`config.mk`:
```
export PLATFORM = sky130hd
export DESIGN_NAME = lsu_mem
export DESIGN_NICKNAME = d
export VERILOG_FILES = /design/src/rtl/lsu_mem_pkg.sv /design/src/rtl/lsu_mem_align.sv /design/src/rtl/lsu_mem.sv
export SDC_FILE = /design/constraint.sdc
export NUM_CORES = 1
export LEC_CHECK = 0
export CORE_ASPECT_RATIO = 0.6
export CORE_MARGIN = 2
export CORE_UTILIZATION = 48
export CTS_CLUSTER_DIAMETER = 80
export DETAILED_ROUTE_END_ITERATION = 8
export GPL_ROUTABILITY_DRIVEN = 0
export PLACE_DENSITY = 0.89
export SYNTH_ARGS = -nofsm -noshare
export SYNTH_HDL_FRONTEND = slang
export SYNTH_HIERARCHICAL = 1
export SYNTH_SLANG_ARGS = --single-unit
```
`constraint.sdc`:
```
create_clock -name clk -period 10.5 [get_ports clk]
set_input_delay 1.05 -clock clk [delete_from_list [all_inputs] [get_ports clk]]
set_output_delay 1.05 -clock clk [all_outputs]
set_load 0.005 [all_outputs]
```
`src/rtl/lsu_mem_pkg.sv`:
```
// lsu_mem_pkg: shared constants and types for the memory-stage load/store unit.
//   - RV32 opcodes for LOAD/STORE
//   - funct3 encodings for every legal load/store width
//   - FSM state encoding used by lsu_mem
package lsu_mem_pkg;

  localparam logic [6:0] OPCODE_LOAD  = 7'b0000011;
  localparam logic [6:0] OPCODE_STORE = 7'b0100011;

  localparam logic [2:0] F3_LB  = 3'b000;
  localparam logic [2:0] F3_LH  = 3'b001;
  localparam logic [2:0] F3_LW  = 3'b010;
  localparam logic [2:0] F3_LBU = 3'b100;
  localparam logic [2:0] F3_LHU = 3'b101;
  localparam logic [2:0] F3_SB  = 3'b000;
  localparam logic [2:0] F3_SH  = 3'b001;
  localparam logic [2:0] F3_SW  = 3'b010;

  typedef enum logic [1:0] {
    IDLE = 2'd0,
    REQ  = 2'd1,
    WAIT = 2'd2,
    DONE = 2'd3
  } lsu_state_e;

endpackage

```
`src/rtl/lsu_mem_align.sv`:
```
// lsu_mem_align: combinational lane logic for the load/store unit.
// Ports:
//   i_is_store   1 = store, 0 = load (selects which funct3 values are legal)
//   i_funct3     access width / signedness
//   i_offset     byte offset addr[1:0]
//   i_store_data rs2 value to be lane-replicated
//   i_rdata      raw memory word for load extraction
//   o_be         byte enables (all ones for loads)
//   o_wdata      lane-aligned store data
//   o_load_data  extracted and extended load result
//   o_fault      misaligned access or illegal funct3
module lsu_mem_align
  import lsu_mem_pkg::*;
(
  input  logic        i_is_store,
  input  logic [2:0]  i_funct3,
  input  logic [1:0]  i_offset,
  input  logic [31:0] i_store_data,
  input  logic [31:0] i_rdata,
  output logic [3:0]  o_be,
  output logic [31:0] o_wdata,
  output logic [31:0] o_load_data,
  output logic        o_fault
);

  logic [31:0] w_shift;
  logic        w_illegal;
  logic        w_misaligned;

  // Bring the addressed byte/halfword down to bit 0.
  assign w_shift = i_rdata >> {i_offset, 3'b000};

  always_comb begin
    w_illegal    = 1'b0;
    w_misaligned = 1'b0;
    o_be         = 4'b1111;
    o_wdata      = i_store_data;
    o_load_data  = '0;

    if (i_is_store) begin
      w_illegal = !(i_funct3 == F3_SB || i_funct3 == F3_SH || i_funct3 == F3_SW);
    end else begin
      w_illegal = !(i_funct3 == F3_LB || i_funct3 == F3_LH || i_funct3 == F3_LW ||
                    i_funct3 == F3_LBU || i_funct3 == F3_LHU);
    end

    // funct3[1:0] encodes the size for both loads and stores.
    case (i_funct3[1:0])
      2'b01:   w_misaligned = i_offset[0];
      2'b10:   w_misaligned = (i_offset != 2'b00);
      default: w_misaligned = 1'b0;
    endcase

    if (i_is_store) begin
      case (i_funct3)
        F3_SB: begin
          o_be    = 4'b0001 << i_offset;
          o_wdata = {4{i_store_data[7:0]}};
        end
        F3_SH: begin
          o_be    = 4'b0011 << i_offset;
          o_wdata = {2{i_store_data[15:0]}};
        end
        default: begin
          o_be    = 4'b1111;
          o_wdata = i_store_data;
        end
      endcase
    end

    case (i_funct3)
      F3_LB:   o_load_data = {{24{w_shift[7]}}, w_shift[7:0]};
      F3_LH:   o_load_data = {{16{w_shift[15]}}, w_shift[15:0]};
      F3_LW:   o_load_data = w_shift;
      F3_LBU:  o_load_data = {24'd0, w_shift[7:0]};
      F3_LHU:  o_load_data = {16'd0, w_shift[15:0]};
      default: o_load_data = '0;
    endcase

    o_fault = w_illegal | w_misaligned;
  end

endmodule

```
`src/rtl/lsu_mem.sv`:
```
// lsu_mem: memory-stage load/store unit.
// Accepts one execute-stage result at a time, issues a valid/ready data-memory
// request for loads/stores, and emits a one-cycle writeback record.
// Ports:
//   clk, reset                         clock, synchronous active-high reset
//   req_valid_i / req_ready_o          upstream handshake (ready only in IDLE)
//   opcode_i, funct3_i, addr_i,
//   store_data_i, rd_i                 captured instruction fields
//   dmem_req_valid_o / dmem_req_ready_i memory request handshake
//   dmem_addr_o, dmem_we_o, dmem_be_o,
//   dmem_wdata_o                       request payload, stable while pending
//   dmem_rsp_valid_i, dmem_rdata_i     load response (only honoured in WAIT)
//   wb_valid_o, wb_data_o, wb_rd_o,
//   wb_we_o, fault_o                   writeback record
module lsu_mem
  import lsu_mem_pkg::*;
#(
  parameter int DWIDTH = 32,
  parameter int AWIDTH = 32
) (
  input  logic              clk,
  input  logic              reset,
  input  logic              req_valid_i,
  output logic              req_ready_o,
  input  logic [6:0]        opcode_i,
  input  logic [2:0]        funct3_i,
  input  logic [AWIDTH-1:0] addr_i,
  input  logic [DWIDTH-1:0] store_data_i,
  input  logic [4:0]        rd_i,
  output logic              dmem_req_valid_o,
  input  logic              dmem_req_ready_i,
  output logic [AWIDTH-1:0] dmem_addr_o,
  output logic              dmem_we_o,
  output logic [3:0]        dmem_be_o,
  output logic [DWIDTH-1:0] dmem_wdata_o,
  input  logic              dmem_rsp_valid_i,
  input  logic [DWIDTH-1:0] dmem_rdata_i,
  output logic              wb_valid_o,
  output logic [DWIDTH-1:0] wb_data_o,
  output logic [4:0]        wb_rd_o,
  output logic              wb_we_o,
  output logic              fault_o
);

  lsu_state_e        r_state;
  logic [2:0]        r_funct3;
  logic [1:0]        r_off;
  logic              r_is_store;
  logic              r_dmem_req_valid;
  logic [AWIDTH-1:0] r_dmem_addr;
  logic              r_dmem_we;
  logic [3:0]        r_dmem_be;
  logic [DWIDTH-1:0] r_dmem_wdata;
  logic              r_wb_valid;
  logic [DWIDTH-1:0] r_wb_data;
  logic [4:0]        r_wb_rd;
  logic              r_wb_we;
  logic              r_fault;

  logic              w_is_store_in;
  logic              w_is_mem_in;
  logic              w_idle;
  logic [2:0]        w_sel_funct3;
  logic [1:0]        w_sel_off;
  logic              w_sel_store;
  logic [3:0]        w_be;
  logic [31:0]       w_wdata;
  logic [31:0]       w_load_data;
  logic              w_fault;

  assign w_idle        = (r_state == IDLE);
  assign w_is_store_in = (opcode_i == OPCODE_STORE);
  assign w_is_mem_in   = w_is_store_in || (opcode_i == OPCODE_LOAD);

  // One align instance serves both phases: live inputs while deciding at
  // accept time, captured fields afterwards for load extraction.
  assign w_sel_funct3 = w_idle ? funct3_i      : r_funct3;
  assign w_sel_off    = w_idle ? addr_i[1:0]   : r_off;
  assign w_sel_store  = w_idle ? w_is_store_in : r_is_store;

  lsu_mem_align u_align (
    .i_is_store   (w_sel_store),
    .i_funct3     (w_sel_funct3),
    .i_offset     (w_sel_off),
    .i_store_data (store_data_i),
    .i_rdata      (dmem_rdata_i),
    .o_be         (w_be),
    .o_wdata      (w_wdata),
    .o_load_data  (w_load_data),
    .o_fault      (w_fault)
  );

  always_ff @(posedge clk) begin
    if (reset) begin
      r_state          <= IDLE;
      r_funct3         <= '0;
      r_off            <= '0;
      r_is_store       <= 1'b0;
      r_dmem_req_valid <= 1'b0;
      r_dmem_addr      <= '0;
      r_dmem_we        <= 1'b0;
      r_dmem_be        <= '0;
      r_dmem_wdata     <= '0;
      r_wb_valid       <= 1'b0;
      r_wb_data        <= '0;
      r_wb_rd          <= '0;
      r_wb_we          <= 1'b0;
      r_fault          <= 1'b0;
    end else begin
      case (r_state)
        IDLE: begin
          if (req_valid_i) begin
            r_funct3   <= funct3_i;
            r_off      <= addr_i[1:0];
            r_is_store <= w_is_store_in;
            r_wb_rd    <= rd_i;
            if (w_is_mem_in && w_fault) begin
              // Faulting access completes immediately, memory untouched.
              r_state    <= DONE;
              r_wb_valid <= 1'b1;
              r_wb_data  <= '0;
              r_wb_we    <= 1'b0;
              r_fault    <= 1'b1;
            end else if (w_is_mem_in) begin
              r_state          <= REQ;
              r_dmem_req_valid <= 1'b1;
              r_dmem_addr      <= {addr_i[AWIDTH-1:2], 2'b00};
              r_dmem_we        <= w_is_store_in;
              r_dmem_be        <= w_be;
              r_dmem_wdata     <= w_is_store_in ? DWIDTH'(w_wdata) : '0;
            end else begin
              r_state    <= DONE;
              r_wb_valid <= 1'b1;
              r_wb_data  <= DWIDTH'(addr_i);
              r_wb_we    <= (rd_i != 5'd0);
              r_fault    <= 1'b0;
            end
          end
        end
        REQ: begin
          if (dmem_req_ready_i) begin
            r_dmem_req_valid <= 1'b0;
            if (r_is_store) begin
              r_state    <= DONE;
              r_wb_valid <= 1'b1;
              r_wb_data  <= '0;
              r_wb_we    <= 1'b0;
              r_fault    <= 1'b0;
            end else begin
              r_state <= WAIT;
            end
          end
        end
        WAIT: begin
          if (dmem_rsp_valid_i) begin
            r_state    <= DONE;
            r_wb_valid <= 1'b1;
            r_wb_data  <= DWIDTH'(w_load_data);
            r_wb_we    <= (r_wb_rd != 5'd0);
            r_fault    <= 1'b0;
          end
        end
        DONE: begin
          r_state    <= IDLE;
          r_wb_valid <= 1'b0;
          r_wb_we    <= 1'b0;
          r_fault    <= 1'b0;
        end
        default: r_state <= IDLE;
      endcase
    end
  end

  assign req_ready_o      = w_idle && !reset;
  assign dmem_req_valid_o = r_dmem_req_valid;
  assign dmem_addr_o      = r_dmem_addr;
  assign dmem_we_o        = r_dmem_we;
  assign dmem_be_o        = r_dmem_be;
  assign dmem_wdata_o     = r_dmem_wdata;
  assign wb_valid_o       = r_wb_valid;
  assign wb_data_o        = r_wb_data;
  assign wb_rd_o          = r_wb_rd;
  assign wb_we_o          = r_wb_we;
  assign fault_o          = r_fault;

endmodule

```
==> impl_metrics.py <==
metrics = {
    "timing": {
        "post-route-period-util": 0.462,
        "fin_skew_ns": 0.00706,
        "slew_headroom": 0.125,
        "setup_tns_ns": 0,
        "hold_violations": 0,
        "tightestPinTransition_ns": 1.31,
        "rsz0062_at_grt": "no",
        "slew_violations": 0,
        "setup_viol": 0,
        "period_needed_ns": 4.85,
        "fmax_ghz": 0.206,
    },
    "detailed_routing": {
        "ant_nets": 0,
        "remaining_drc_errors": 0,
        "wl_microns": 20000,
        "wl_per_cell_microns": 20.1,
        "drt_pass1_iterations": 6,
        "num_vias": 5824,
        "drt_iter0_drc": 454,
        "drt-vias-per-instance": 5.84,
    },
    "clock_network": {
        "cts-root-buf": "clkbuf_16",
        "cts_resized": 0,
        "htree_num_levels": 4,
        "insertion_delay_ns": 0.41,
        "post-cts-setup-buffer-count": 0,
        "cts_made_buffers": 17,
        "cts_tree": "done",
        "clock_path_buffers": 2,
        "cts_hold_buf": 0,
        "path_clk_slew_ns": 0.06,
        "clock_sinks": 116,
    },
    "floorplanning": {
        "dieArea_sq_um": 13000,
        "die_x_microns": 146,
        "rows": 31,
        "initial_core_util": 0.487,
        "chipHeight_microns": 89.3,
        "io_pins": 227,
        "coreArea_sq_um": 11900,
    },
    "place": {
        "dpl.cell_count": 965,
        "port_buffers": 224,
        "place_hpwl_microns": 14300,
    },
    "worst_setup_path": {
        "reg2reg_from": "r_state[0]$_SDFFE_PP0P_",
        "crit_fanout": 35,
        "critical_path_class": "register to register",
        "rr_worst_depth": 10,
        "critPathSlowestCell": "nor3b_4",
        "rrSetupSlack_ns": 5.65,
        "cp_data_arrival_time_ns": 5.19,
        "path_cells": "inv_1 -> ha_1 -> mux2_2 -> inv_1 -> ha_1 -> a211oi_2 -> a221o_1 -> nand4b_4 -> nor3b_4 -> a22o_1",
        "slowest_delay_ns": 1.20,
        "cp_data_required_time_ns": 10.84,
        "r2r_end": "dmem_wdata_o[23]$_SDFFE_PP0P_",
        "critPathCaptureType": "register",
        "startpoint_type": "register",
    },
    "synthesis": {
        "netlist_area_sq_um": 5820,
        "synth_top_area_share": 0.399,
        "ys_seq_elements": 116,
        "synth.distinct_cells": 63,
        "synth-edff-count": 0,
        "ys.flop_type": "dfxtp_1",
        "synth.area.top_cells": "dfxtp_1, nand2_1, a22o_1",
        "yosysWarnings": 6,
        "synthesis.area_per_instance_sq_um": 9.15,
        "synthArstFlopShare": 0,
        "synth_area_leader_cell": "dfxtp_1",
        "synthCells": 636,
        "synth-seq-area-share": 0.399,
    },
    "global_routing": {
        "grt_start_max_net_pins": 58,
        "grt_pass1_wl_microns": 30100,
        "grt_overflow_total": 0,
        "grt_pass1_vias": 5500,
        "grtUsageTotal": 0.297,
        "antenna_found_initial": 0,
    },
    "power": {
        "power_switching_mw": 0.692,
        "leakage_nw": 3.21,
        "pwr-share-comb": 0.399,
        "swShare": 0.357,
        "power.internal_mw": 1.25,
        "seq_power_share": 0.280,
        "power_density_nw_per_um2": 227,
        "ir_drop_uv": 152,
        "pwr-share-clk": 0.320,
    },
    "min_path": {
        "worstHoldPathType": "register to register",
        "hold_path_end": "dmem_addr_o[3]$_SDFFE_PP0P_",
        "hold_depth": 2,
        "min_from": "dmem_addr_o[3]$_SDFFE_PP0P_",
    },
    "finish": {
        "antenna_cells": 0,
        "fin_cells": 997,
        "area_growth_pct": 47.0,
        "drive_above_1_share": 0.0901,
        "nNetsFinal": 944,
    },
    "outcome": {
        "status": "finished clean",
    },
    "run": {
        "drv_cap": 0,
    },
}
-- power by group through the flow --
stage	clock network [mW]	registers, mW	logic (mW)
3_5_place_dp	0	0.549	0.749
3_3_place_gp	0	0.547	0.730
4_1_cts	0.624	0.542	0.762
2_1_floorplan	0	0.547	0.487
6_report	0.621	0.544	0.775
5_1_grt	0.643	0.549	0.841
-- cell usage after synthesis (3+ instances only) --
cell / number
a211oi_1: 10
a21oi_1: 49
a22o_1: 40
a22oi_1: 40
a2bb2oi_1: 9
buf_2: 17
buf_4: 14
buf_6: 9
clkbuf_1: 24
dfxtp_1: 116
ha_1: 9
inv_1: 9
mux2_2: 20
mux2i_1: 17
nand2_1: 108
nand2b_1: 4
nand3_1: 20
nor2_1: 13
nor3_1: 3
o21ai_0: 16
o2bb2ai_1: 40
-- sequential cells by signal, indices dropped and copies added (netlist names) --
signal            cells
dmem_addr_o          30
dmem_be_o             4
dmem_req_valid_o      1
dmem_wdata_o         32
dmem_we_o             1
fault_o               1
r_funct3              3
r_is_store            1
r_off                 2
r_state               2
wb_data_o            32
wb_rd_o               5
wb_valid_o            1
wb_we_o               1
-- metal layers --
metal  part of all wire  global-route usage  up-vias
met5                  0                   0        -
met4              0.015              0.0794        0
met3               0.11              0.0954       39
met2               0.43               0.448      369
met1               0.44               0.414     2711
li1                   -                   -     2705
-- final cells by class --
class | count | area, sq um
Clock buffer | 18 | 429
Clock inverter | 14 | 201
Fill cell | 908 | 3400
Inverter | 9 | 33.8
Multi-Input combinational cell | 446 | 3080
Sequential cell | 116 | 2320
Tap cell | 165 | 206
Timing Repair Buffer | 229 | 2270
-- through the flow --
stage                     total power, mW  setup slack, ns  area, sq um  hold WS, ns   util
final                                1.94             5.65         8550        0.451  0.716
after detailed placement             1.30             5.39         7920        0.445  0.663
after CTS                            1.93             5.69         8550        0.453  0.716
after global placement               1.28             5.59         7920        0.436  0.663
after global routing                 2.03             5.27         8550        0.466  0.716
after floorplan                      1.03             7.14         5820        0.434      -
-- critical path, delay by kind of cell (launching register included) --
kind / cells / cell delay, ns
adders and majority gates: 2 / 1.05
muxes: 1 / 0.42
and+or+nand+nor: 2 / 1.81
AOI/OAI and AO/OA: 3 / 0.91
buffers and inverters: 2 / 0.24
DFF: 1 / 0.34
-- how the worst max path moves through the flow --
| stage | start | end | slack (ns) | depth (start not counted) |
|---|---|---|---|---|
| 6_report | r_state[0]$_SDFFE_PP0P_ | dmem_wdata_o[23]$_SDFFE_PP0P_ | 5.65 | 10 |
| 5_1_grt | r_state[0]$_SDFFE_PP0P_ | dmem_wdata_o[29]$_SDFFE_PP0P_ | 5.27 | 10 |
| 3_5_place_dp | funct3_i[1] | dmem_wdata_o[19]$_SDFFE_PP0P_ | 5.39 | 9 |
| 3_3_place_gp | funct3_i[1] | dmem_wdata_o[2]$_SDFFE_PP0P_ | 5.59 | 9 |
| 4_1_cts | r_state[0]$_SDFFE_PP0P_ | dmem_wdata_o[23]$_SDFFE_PP0P_ | 5.69 | 10 |
| 2_1_floorplan | r_state[0]$_SDFFE_PP0P_ | dmem_wdata_o[2]$_SDFFE_PP0P_ | 7.14 | 14 |
-- cells in the final DEF (no fill, tap or decap), types with 2 or more instances in the layout --
master and count:
a2bb2oi_1 9, inv_1 9, nor2_2 2, mux2i_1 17, nand2b_1 4, a22oi_1 40, o2bb2ai_1 40, nand2_1 108
mux2_4 2, a21o_1 2, mux2_2 20, o21ai_0 16, dfxtp_1 116, clkinvlp_4 2, ha_1 9, nor2_1 13
a21oi_1 49, nand3_1 20, nor2b_1 2, bufinv_16 4, a211oi_1 10, clkdlybuf4s50_1 223, a221o_1 2, and3_1 2
buf_4 5, conb_1 2, nor3_1 3, nand4b_4 2, inv_6 3, a22o_1 40, clkinv_4 4, clkbuf_16 17
-- kinds of logic after synthesis --
| group | share of synthesized area |
|---|---|
| flops | 0.399 |
| fa+ha+maj | 0.0194 |
| mux | 0.0731 |
| simple gates | 0.148 |
| other cells | 0.000645 |
| buf+inv | 0.0729 |
| compound gates | 0.287 |
(Power assumes the default switching activity.)
